`config.mk`:
```
export PLATFORM = sky130hd
export DESIGN_NAME = exe_stage_flat
export DESIGN_NICKNAME = d
export VERILOG_FILES = /design/src/rtl/exe_stage_if.sv /design/src/rtl/exe_stage.sv /design/src/flat_wrapper.sv
export SDC_FILE = /design/constraint.sdc
export NUM_CORES = 1
export LEC_CHECK = 0
export ABC_AREA = 1
export CAP_MARGIN = 20
export CORE_ASPECT_RATIO = 2
export CORE_MARGIN = 8
export CORE_UTILIZATION = 40
export CTS_CLUSTER_DIAMETER = 80
export DETAILED_ROUTE_END_ITERATION = 10
export DONT_BUFFER_PORTS = 1
export PLACE_DENSITY_LB_ADDON = 0.15
export SETUP_SLACK_MARGIN = 0.05
export SYNTH_ARGS = -nofsm -noshare
export SYNTH_HDL_FRONTEND = slang
export SYNTH_SLANG_ARGS = --single-unit
```
`constraint.sdc`:
```
create_clock -name clk -period 8.85 [get_ports clk]
set_input_delay 0.885 -clock clk [delete_from_list [all_inputs] [get_ports clk]]
set_output_delay 0.885 -clock clk [all_outputs]
set_load 0.005 [all_outputs]
```
`src/rtl/exe_stage_if.sv`:
```
// exe_stage_if: ID/EX operands, forwarding feedback and EX/MEM results of the execute stage
interface exe_stage_if;
  logic        fwd_en, status_update, branch_en, mem_read_in, mem_write_in, wb_en_in, imm;
  logic [3:0]  exe_cmd, reg_dest_in, status_in, src1_idx, src2_idx;
  logic [11:0] shifter_operand;
  logic [23:0] signed_imm;
  logic [31:0] pc_in, rn_in, rm_in;
  logic [3:0]  mem_fwd_dest, wb_dest;
  logic        mem_fwd_wb_en, wb_wb_en;
  logic [31:0] wb_value;
  logic        branch_taken;
  logic [31:0] branch_addr;
  logic [3:0]  status_reg;
  logic [31:0] alu_result, store_data;
  logic [3:0]  reg_dest;
  logic        mem_read, mem_write, wb_en;
  modport slave (
    input  fwd_en, status_update, branch_en, mem_read_in, mem_write_in, wb_en_in, imm,
           exe_cmd, reg_dest_in, status_in, src1_idx, src2_idx, shifter_operand, signed_imm,
           pc_in, rn_in, rm_in, mem_fwd_dest, mem_fwd_wb_en, wb_dest, wb_wb_en, wb_value,
    output branch_taken, branch_addr, status_reg, alu_result, store_data, reg_dest,
           mem_read, mem_write, wb_en
  );
  modport master (
    output fwd_en, status_update, branch_en, mem_read_in, mem_write_in, wb_en_in, imm,
           exe_cmd, reg_dest_in, status_in, src1_idx, src2_idx, shifter_operand, signed_imm,
           pc_in, rn_in, rm_in, mem_fwd_dest, mem_fwd_wb_en, wb_dest, wb_wb_en, wb_value,
    input  branch_taken, branch_addr, status_reg, alu_result, store_data, reg_dest,
           mem_read, mem_write, wb_en
  );
endinterface

```
`src/rtl/exe_stage.sv`:
```
// exe_stage: ARM execute stage with forwarding, shifter, ALU, NZCV register and EX/MEM register
module exe_stage #(
  parameter int WIDTH = 32
) (
  input logic clk,
  input logic reset,
  exe_stage_if.slave bus
);
  logic [WIDTH-1:0] a, src2, val2, shifted, asr, bb, res;
  logic [2*WIDTH-1:0] imm_rot, ror_dbl;
  logic [WIDTH:0] sum;
  logic [4:0] sh;
  logic [1:0] typ;
  logic cin, arith, sub, valid, n, z, c, v;
  always_comb begin
    a = bus.fwd_en && bus.mem_fwd_wb_en && bus.mem_fwd_dest == bus.src1_idx ? bus.alu_result :
        bus.fwd_en && bus.wb_wb_en && bus.wb_dest == bus.src1_idx ? bus.wb_value : bus.rn_in;
    src2 = bus.fwd_en && bus.mem_fwd_wb_en && bus.mem_fwd_dest == bus.src2_idx ? bus.alu_result :
           bus.fwd_en && bus.wb_wb_en && bus.wb_dest == bus.src2_idx ? bus.wb_value : bus.rm_in;
    sh = bus.shifter_operand[11:7];
    typ = bus.shifter_operand[6:5];
    imm_rot = {2{24'b0, bus.shifter_operand[7:0]}} >> {bus.shifter_operand[11:8], 1'b0};
    ror_dbl = {src2, src2} >> sh;
    asr = $signed(src2) >>> sh;
    shifted = typ == 2'b00 ? src2 << sh : typ == 2'b01 ? src2 >> sh : typ == 2'b10 ? asr : ror_dbl[WIDTH-1:0];
    val2 = bus.imm ? imm_rot[WIDTH-1:0] :
           (bus.mem_read_in | bus.mem_write_in) ? {{(WIDTH-12){1'b0}}, bus.shifter_operand} : shifted;
    sub = bus.exe_cmd == 4'b0100 || bus.exe_cmd == 4'b0101;
    arith = sub || bus.exe_cmd == 4'b0010 || bus.exe_cmd == 4'b0011;
    // ADC and SBC both add the raw carry; SUB supplies the +1 of two's complement
    cin = bus.exe_cmd == 4'b0010 ? 1'b0 : bus.exe_cmd == 4'b0100 ? 1'b1 : bus.status_in[1];
    bb = sub ? ~val2 : val2;
    sum = {1'b0, a} + {1'b0, bb} + {{WIDTH{1'b0}}, cin};
    valid = arith || bus.exe_cmd == 4'b0001 || bus.exe_cmd == 4'b1001 || bus.exe_cmd == 4'b0110 ||
            bus.exe_cmd == 4'b0111 || bus.exe_cmd == 4'b1000;
    res = arith ? sum[WIDTH-1:0] :
          bus.exe_cmd == 4'b0001 ? val2 :
          bus.exe_cmd == 4'b1001 ? ~val2 :
          bus.exe_cmd == 4'b0110 ? a & val2 :
          bus.exe_cmd == 4'b0111 ? a | val2 :
          bus.exe_cmd == 4'b1000 ? a ^ val2 : '0;
    n = res[WIDTH-1];
    z = res == '0;
    c = arith ? sum[WIDTH] : bus.status_reg[1];
    v = arith ? (sub ? a[WIDTH-1] != val2[WIDTH-1] : a[WIDTH-1] == val2[WIDTH-1]) && res[WIDTH-1] != a[WIDTH-1]
              : bus.status_reg[0];
  end
  assign bus.branch_taken = bus.branch_en;
  assign bus.branch_addr = bus.pc_in + {{6{bus.signed_imm[23]}}, bus.signed_imm, 2'b00};
  always_ff @(posedge clk or posedge reset)
    if (reset) begin
      bus.status_reg <= '0;
      bus.alu_result <= '0;
      bus.store_data <= '0;
      bus.reg_dest <= '0;
      bus.mem_read <= 1'b0;
      bus.mem_write <= 1'b0;
      bus.wb_en <= 1'b0;
    end else begin
      if (bus.status_update && valid) bus.status_reg <= {n, z, c, v};
      bus.alu_result <= res;
      bus.store_data <= src2;
      bus.reg_dest <= bus.reg_dest_in;
      bus.mem_read <= bus.mem_read_in;
      bus.mem_write <= bus.mem_write_in;
      bus.wb_en <= bus.wb_en_in;
    end
endmodule

```
`src/flat_wrapper.sv`:
```
// flat-port wrapper written by rule: the top's interface ports become plain ports
module exe_stage_flat 
#(
  parameter int WIDTH = 32
)
  (clk, reset, bus_fwd_en, bus_status_update, bus_branch_en, bus_mem_read_in, bus_mem_write_in, bus_wb_en_in, bus_imm, bus_exe_cmd, bus_reg_dest_in, bus_status_in, bus_src1_idx, bus_src2_idx, bus_shifter_operand, bus_signed_imm, bus_pc_in, bus_rn_in, bus_rm_in, bus_mem_fwd_dest, bus_mem_fwd_wb_en, bus_wb_dest, bus_wb_wb_en, bus_wb_value, bus_branch_taken, bus_branch_addr, bus_status_reg, bus_alu_result, bus_store_data, bus_reg_dest, bus_mem_read, bus_mem_write, bus_wb_en);
  exe_stage_if bus_i ();
  input logic clk;
  input logic reset;
  input wire logic [$bits(bus_i.fwd_en)-1:0] bus_fwd_en;
  input wire logic [$bits(bus_i.status_update)-1:0] bus_status_update;
  input wire logic [$bits(bus_i.branch_en)-1:0] bus_branch_en;
  input wire logic [$bits(bus_i.mem_read_in)-1:0] bus_mem_read_in;
  input wire logic [$bits(bus_i.mem_write_in)-1:0] bus_mem_write_in;
  input wire logic [$bits(bus_i.wb_en_in)-1:0] bus_wb_en_in;
  input wire logic [$bits(bus_i.imm)-1:0] bus_imm;
  input wire logic [$bits(bus_i.exe_cmd)-1:0] bus_exe_cmd;
  input wire logic [$bits(bus_i.reg_dest_in)-1:0] bus_reg_dest_in;
  input wire logic [$bits(bus_i.status_in)-1:0] bus_status_in;
  input wire logic [$bits(bus_i.src1_idx)-1:0] bus_src1_idx;
  input wire logic [$bits(bus_i.src2_idx)-1:0] bus_src2_idx;
  input wire logic [$bits(bus_i.shifter_operand)-1:0] bus_shifter_operand;
  input wire logic [$bits(bus_i.signed_imm)-1:0] bus_signed_imm;
  input wire logic [$bits(bus_i.pc_in)-1:0] bus_pc_in;
  input wire logic [$bits(bus_i.rn_in)-1:0] bus_rn_in;
  input wire logic [$bits(bus_i.rm_in)-1:0] bus_rm_in;
  input wire logic [$bits(bus_i.mem_fwd_dest)-1:0] bus_mem_fwd_dest;
  input wire logic [$bits(bus_i.mem_fwd_wb_en)-1:0] bus_mem_fwd_wb_en;
  input wire logic [$bits(bus_i.wb_dest)-1:0] bus_wb_dest;
  input wire logic [$bits(bus_i.wb_wb_en)-1:0] bus_wb_wb_en;
  input wire logic [$bits(bus_i.wb_value)-1:0] bus_wb_value;
  output wire logic [$bits(bus_i.branch_taken)-1:0] bus_branch_taken;
  output wire logic [$bits(bus_i.branch_addr)-1:0] bus_branch_addr;
  output wire logic [$bits(bus_i.status_reg)-1:0] bus_status_reg;
  output wire logic [$bits(bus_i.alu_result)-1:0] bus_alu_result;
  output wire logic [$bits(bus_i.store_data)-1:0] bus_store_data;
  output wire logic [$bits(bus_i.reg_dest)-1:0] bus_reg_dest;
  output wire logic [$bits(bus_i.mem_read)-1:0] bus_mem_read;
  output wire logic [$bits(bus_i.mem_write)-1:0] bus_mem_write;
  output wire logic [$bits(bus_i.wb_en)-1:0] bus_wb_en;
  assign bus_i.fwd_en = bus_fwd_en;
  assign bus_i.status_update = bus_status_update;
  assign bus_i.branch_en = bus_branch_en;
  assign bus_i.mem_read_in = bus_mem_read_in;
  assign bus_i.mem_write_in = bus_mem_write_in;
  assign bus_i.wb_en_in = bus_wb_en_in;
  assign bus_i.imm = bus_imm;
  assign bus_i.exe_cmd = bus_exe_cmd;
  assign bus_i.reg_dest_in = bus_reg_dest_in;
  assign bus_i.status_in = bus_status_in;
  assign bus_i.src1_idx = bus_src1_idx;
  assign bus_i.src2_idx = bus_src2_idx;
  assign bus_i.shifter_operand = bus_shifter_operand;
  assign bus_i.signed_imm = bus_signed_imm;
  assign bus_i.pc_in = bus_pc_in;
  assign bus_i.rn_in = bus_rn_in;
  assign bus_i.rm_in = bus_rm_in;
  assign bus_i.mem_fwd_dest = bus_mem_fwd_dest;
  assign bus_i.mem_fwd_wb_en = bus_mem_fwd_wb_en;
  assign bus_i.wb_dest = bus_wb_dest;
  assign bus_i.wb_wb_en = bus_wb_wb_en;
  assign bus_i.wb_value = bus_wb_value;
  assign bus_branch_taken = bus_i.branch_taken;
  assign bus_branch_addr = bus_i.branch_addr;
  assign bus_status_reg = bus_i.status_reg;
  assign bus_alu_result = bus_i.alu_result;
  assign bus_store_data = bus_i.store_data;
  assign bus_reg_dest = bus_i.reg_dest;
  assign bus_mem_read = bus_i.mem_read;
  assign bus_mem_write = bus_i.mem_write;
  assign bus_wb_en = bus_i.wb_en;
  exe_stage #(.WIDTH(WIDTH)) u_core (.clk(clk), .reset(reset), .bus(bus_i));
endmodule
```
# Word level (Yosys, flattened, before mapping)
# Cells that the tools add are included.
# Widths: inputs -> output; s select.
# word_totals
input_bits,203
regBits,75
# classes
n_bitwise,5
addsub,3
mux,19
n_eq_ne,18
n_reduce_logical,19
shifts,5
# op_table
operator,count
$mux 32,16
$shr 64x5->32,1
$shr 40x5->32,1
$add 32x32->33,1
$add 33x1->33,1
$add 32x32->32,1
$and 32x32->32,1
$logic_not 32->1,1
$not 32->32,1
$or 32x32->32,1
$shl 32x5->32,1
$shr 32x5->32,1
$sshr 32x5->32,1
$xor 32x32->32,1
$eq 4x3->1 const B,4
$eq 4x4->1,4
$eq 4x2->1 const B,2
$eq 4x4->1 const B,2
$logic_and 1x1->1,8
$logic_or 1x1->1,8
$eq 4x1->1 const B,1
$mux 1,3
$eq 2x1->1 const B,1
$eq 2x2->1 const B,1
5 further kinds,6

# Longest topological paths before layout
# logic_depth
depth_word,19
depth_mapped,48
depth_no_buf,47

# Worst setup path before layout
# No wires, ideal clock.
# synth_timing
path_type,input -> register
startpoint,in bus_src2_idx[0]
endpoint,reg u_core.bus.status_reg[2]
stages,42
slack_ns,3.520
path_buffers,1
t_required_ns,8.785
arrival_time_ns,5.265
setup_time_ns,0.065
path_cell_list,inv_1 > nor2_1 > nor3_4 > buf_4 > nand4_1 > nand3_2 > nand3_2 > nand2_1 > nand2_1 > nand2_1 > nand2_1 > nand3_1 > nand2_1 > nand2_1 > nand3_1 > nand2_1 > nand2_1 > nand2_1 > (+6 left out) > nand2_1 > a31oi_1 > nor2_1 > o21ai_0 > nand2_1 > a21oi_1 > o21ai_0 > a21o_1 > or2_2 > nand3_1 > nand4_1 > nor2_1 > nand2_1 > nor2_1 > nand2_1 > nor2_1 > nand3_1 > nand2_1
# synth_via
elab_chain_len,18
# synth_lines
element,line_no,source
from (decl),flat_wrapper.sv:21,input wire logic [$bits(bus_i.src2_idx)-1:0] bus_src2_idx;
$eq 4x4->1,exe_stage.sv:19,bus.fwd_en && bus.wb_wb_en && bus.wb_dest == bus.src2_idx ? bus.wb_value : bus.rm_in;
$logic_and 1x1->1,exe_stage.sv:19,
$mux 32,exe_stage.sv:19,
$mux 32 *,exe_stage.sv:18,src2 = bus.fwd_en && bus.mem_fwd_wb_en && bus.mem_fwd_dest == bus.src2_idx ? bus.alu_result :
$shr 64x5->32 / $sshr 32x5->32 (equally long branches),"exe_stage.sv:23, exe_stage.sv:24",
$mux 32 (2 in series),exe_stage.sv:25,shifted = typ == 2'b00 ? src2 << sh : typ == 2'b01 ? src2 >> sh : typ == 2'b10 ? asr : ror_dbl[WIDTH-1:0];
$mux 32 *,exe_stage.sv:25,
$mux 32 *,exe_stage.sv:27,"(bus.mem_read_in | bus.mem_write_in) ? {{(WIDTH-12){1'b0}}, bus.shifter_operand} : shifted;"
$mux 32 *,exe_stage.sv:26,val2 = bus.imm ? imm_rot[WIDTH-1:0] :
"parallel branches: the longest is 6 deep, another holds $add 32x32->33",n/a,
$mux 32 *,exe_stage.sv:36,res = arith ? sum[WIDTH-1:0] :
via u_core.res[24],exe_stage.sv:9,"logic [WIDTH-1:0] a, src2, val2, shifted, asr, bb, res;"
$logic_not 32->1 *,exe_stage.sv:43,z = res == '0;
to (signal assigned),exe_stage.sv:60,"if (bus.status_update && valid) bus.status_reg <= {n, z, c, v};"
to (decl),exe_stage_if.sv:21,"output branch_taken, branch_addr, status_reg, alu_result, store_data, reg_dest,"
# Mark *: on every way through the listed nets, which the timed path passes.
# A chain may end at the register's enable or synchronous reset.

# Final worst setup path
# layout_timing
startpoint,in bus_fwd_en
endpoint,reg u_core.bus.status_reg[2]
# layout_via
elab_chain_len,18
# layout_lines
element,line_no,source
from (decl),flat_wrapper.sv:10,input wire logic [$bits(bus_i.fwd_en)-1:0] bus_fwd_en;
$logic_and 1x1->1 (2 in series),exe_stage.sv:19,
$mux 32,exe_stage.sv:19,
$mux 32 *,exe_stage.sv:18,
via u_core.src2[0],exe_stage.sv:9,
$shr 64x5->32 / $sshr 32x5->32 (equally long branches),"exe_stage.sv:23, exe_stage.sv:24",
$mux 32 (2 in series),exe_stage.sv:25,
$mux 32 *,exe_stage.sv:25,
$mux 32 *,exe_stage.sv:27,
$mux 32 *,exe_stage.sv:26,
"parallel branches: the longest is 6 deep, another holds $add 32x32->33",n/a,
$mux 32 *,exe_stage.sv:36,
via u_core.res[24],exe_stage.sv:9,
$logic_not 32->1 *,exe_stage.sv:43,
# Marked as above.

==> run_results.csv <==
group,metric,value,unit
sta,fin_crit,7640,ps
sta,finalSetupViolCount,0,
grt,busiest_layer,"met2",
grt,grt_pass1_vias,19077,
power,leakagePower,8.415,nW
finish,reg.largest.list,"u_core.bus.alu_result (32), u_core.bus.store_data (32)",
clocking,numCtsBuffers,9,
synth,synthSimpleGateAreaFrac,48.28,%
synth,synth_edf_count,0,
power,ir_drop,0.09997,mV
synth,seq_area_frac_synth,12.01,%
clocking,cts_tree,"built",
grt,use_met3,8.328,%
critical_path,cp.buffers_inverters,2,
critical_path,regToRegSetupSlack,2340,ps
grt,grt_pass1_wl,132700,um
sta,hold_viol,0,
sta,fin_skew,12.52,ps
clocking,cts_resized,0,
grt,grt_max_degree,88,
clocking,root_buffer,"clkbuf_16",
synth,yosysWarningCount,0,
power,p_per_area,119.3,nW/um^2
floorplanning,rows,102,
critical_path,cp_common_cell,"nand2_1",
sta,finalMaxSlewViolations,0,
detailed_routing,wl_per_cell,30.02,um
critical_path,r2r_cells,34,
critical_path,cpPeakStageDelay,620,ps
flow_run,maxCapViolations,0,
clocking,ctsHoldBuffers,0,
grt,antenna_found_initial,2,
critical_path,endpoint,"u_core.bus.status_reg[2]",
synth,synth_top_family_by_area,"simple AND/OR/NAND/NOR gates",
detailed_routing,wirelength,94440,um
clocking,clock_latency,370,ps
synth,yosys.area_share.xor_xnor,3.858,%
finish,fin_util,42.39,%
sta,rsz0062_at_grt,"false",
synth,synth_fa_ha_area_share,10.31,%
sta,clock.fmax,130.9,MHz
grt,gr-usage-met2,68.97,%
synth,synthDominantCellAreaShare,16.71,%
critical_path,worst-path-max-fanout,32,
critical_path,criticalPathCategory,"in2reg",
clocking,cts.sinks,75,
critical_path,crit_family,"simple AND/OR/NAND/NOR gates",
place,dp_hpwl,74420,um
place,gp_congestion,1.054,
detailed_routing,drc,0,
critical_path,r2r-end,"u_core.bus.status_reg[2]",
synth,async_reset_ff_share,100.0,%
synth,avgSynthCellArea,5.772,um^2
finish,area_delta_synth_final,4.875,%
finish,drive_gt1_share,8.416,%
detailed_routing,drt_iter0_markers,2072,
synth,synth.net_count,3038,
synth,synth_area_leaders,"nand3_1 17%, nand2_1 16%, dfrtp_1 12%, ha_1 9.9%, inv_1 7.2%",
detailed_routing,num_vias,19588,
synth,syn_inst,2708,
sta,worst_slew_pin_slew,1315,ps
floorplanning,die-area,46040,um^2
critical_path,required,9160,ps
synth,synth_compound_area_share,13.92,%
min_path,hold_class,"in2async",
detailed_routing,vias_per_cell,6.226,
clocking,cts_buffer_depth,2,
synth,synthMuxAreaShare,0,%
run_status,outcome,"finished, final reports clean",
floorplanning,die_y,295.6,um
floorplanning,die_w,155.8,um
critical_path,worstReg2RegStart,"u_core.bus.alu_result[22]",
sta,setup_tns,0,ps
detailed_routing,dr.pass1.iters,6,
synth,synth.cell_area,15630,um^2
clocking,htreeDepth,3,
finish,diodes,0,
detailed_routing,postRouteAntennaNets,0,
grt,grtUsageTotal,40.36,%
sta,slew_headroom,11.37,%
clocking,post_cts.repair.setup_buffers,0,
synth,ys.flop_type,"dfrtp_1",
critical_path,cp-startpoint,"bus_fwd_en",
grt,grt_util_met1,38.78,%
sta,period_share,86.32,%
floorplanning,io_pins,311,
synth,yosys.area.top_type,"nand3_1",
clocking,clk_pin_slew,80,ps
finish,finish.net_count,2951,
critical_path,start_kind,"input port",
critical_path,critical_path_depth,38,
critical_path,worstPathArrival,7940,ps
synth,synth-seq-cells,75,
critical_path,cpMaxStageDelayCell,"nand3_2",
synth,synth_cell_types,50,
critical_path,cp-end-kind,"flop",
floorplanning,core_area,38670,um^2
place,port_buffers,0,
floorplanning,start_util,40.42,%
grt,grt.overflow.total,0,
report_power, final:
| part | total, mW | switching (mW) | leakage [nW] | internal, mW |
|---|---|---|---|---|
| registers | 0.455 | 0.0719 | 0.914 | 0.383 |
| logic | 1.10 | 0.786 | 7.35 | 0.318 |
| clock network | 0.396 | 0.194 | 0.150 | 0.202 |
worst min-delay path by stage:
stage	startpoint	endpoint	slack, ps	depth (start not counted)
floorplan	u_core.bus.status_reg[0]	u_core.bus.status_reg[0]	470	2
global placement	u_core.bus.status_reg[2]	u_core.bus.status_reg[2]	580	2
detailed placement	u_core.bus.status_reg[2]	u_core.bus.status_reg[2]	580	2
CTS	bus_reg_dest_in[0]	u_core.bus.reg_dest[0]	540	0
global route	reset	u_core.bus.alu_result[10]	360	2
finish	reset	u_core.bus.alu_result[10]	340	2
cell usage after synthesis, types with 2 or more instances:
cell type	n
a31oi_1	11
ha_1	124
buf_6	4
xor2_1	34
buf_2	40
nand4_1	104
clkinv_1	2
nand3_1	522
nor2_4	2
clkbuf_1	79
o211ai_1	57
a21o_1	4
a21oi_1	114
nor3_1	8
o21ai_1	26
o221ai_1	3
o22ai_1	6
nand2_1	662
o21ai_0	148
nor4_1	2
or2_2	28
dfrtp_1	75
nor2_2	7
inv_2	5
buf_4	7
a211oi_1	6
inv_1	300
buf_1	19
nand2_2	33
nand4_2	2
nor2_1	159
nand3_4	2
fa_1	3
o21a_1	4
nand3_2	59
xnor2_1	33
metal layers:
layer | vias to the layer above | wire length [um]
met3 | 372 | 6986
met2 | 1136 | 45490
met1 | 9147 | 30200
met4 | 2 | 11750
met5 | - | 11
li1 | 8931 | -
stage by stage:
stage / worst slack, ps / power [mW] / instance area (um^2) / hold slack [ps] / std cells
global placement: 1058 / 1.509 / 16060 / 580.9 / 3128
CTS: 1359 / 1.913 / 16370 / 535.7 / 3145
detailed placement: 1003 / 1.519 / 16070 / 579.4 / 3129
global route: 780.4 / 2.060 / 16390 / 356.5 / 3146
finish: 1210 / 1.955 / 16390 / 344.9 / 3146
floorplan: 3520 / 1.138 / 15630 / 471.9 / 2708
cell usage in the layout (no fill, tap or decap), types with 10 or more instances in the layout:
master      n
xor2_1     34
inv_1     297
ha_1      124
buf_4      48
or2_2      28
o211ai_1   57
nand2_1   661
xnor2_1    33
o21ai_0   147
nor2_2     10
nor2_1    156
o21ai_1    27
a21oi_1   114
a31oi_1    11
nand4_1   104
nand3_1   520
dfrtp_1    75
nand2_2    34
nand3_2    61
final cells by class:
type,instances,area [um^2]
Multi-Input combinational cell,2177,11990
Fill cell,4407,22280
Tap cell,520,650.6
Timing Repair Buffer,51,427.9
Inverter,307,1154
Clock buffer,9,225.2
Clock inverter,7,73.82
Sequential cell,75,1877
cells by family after synthesis:
family,count (synthesis)
DFF,75
AOI/OAI and AO/OA,387
buffers and inverters,456
and+or+nand+nor,1595
xor gates and xnor gates,68
adders and majority gates,127
Note: power is estimated with default switching activity, not from simulation.
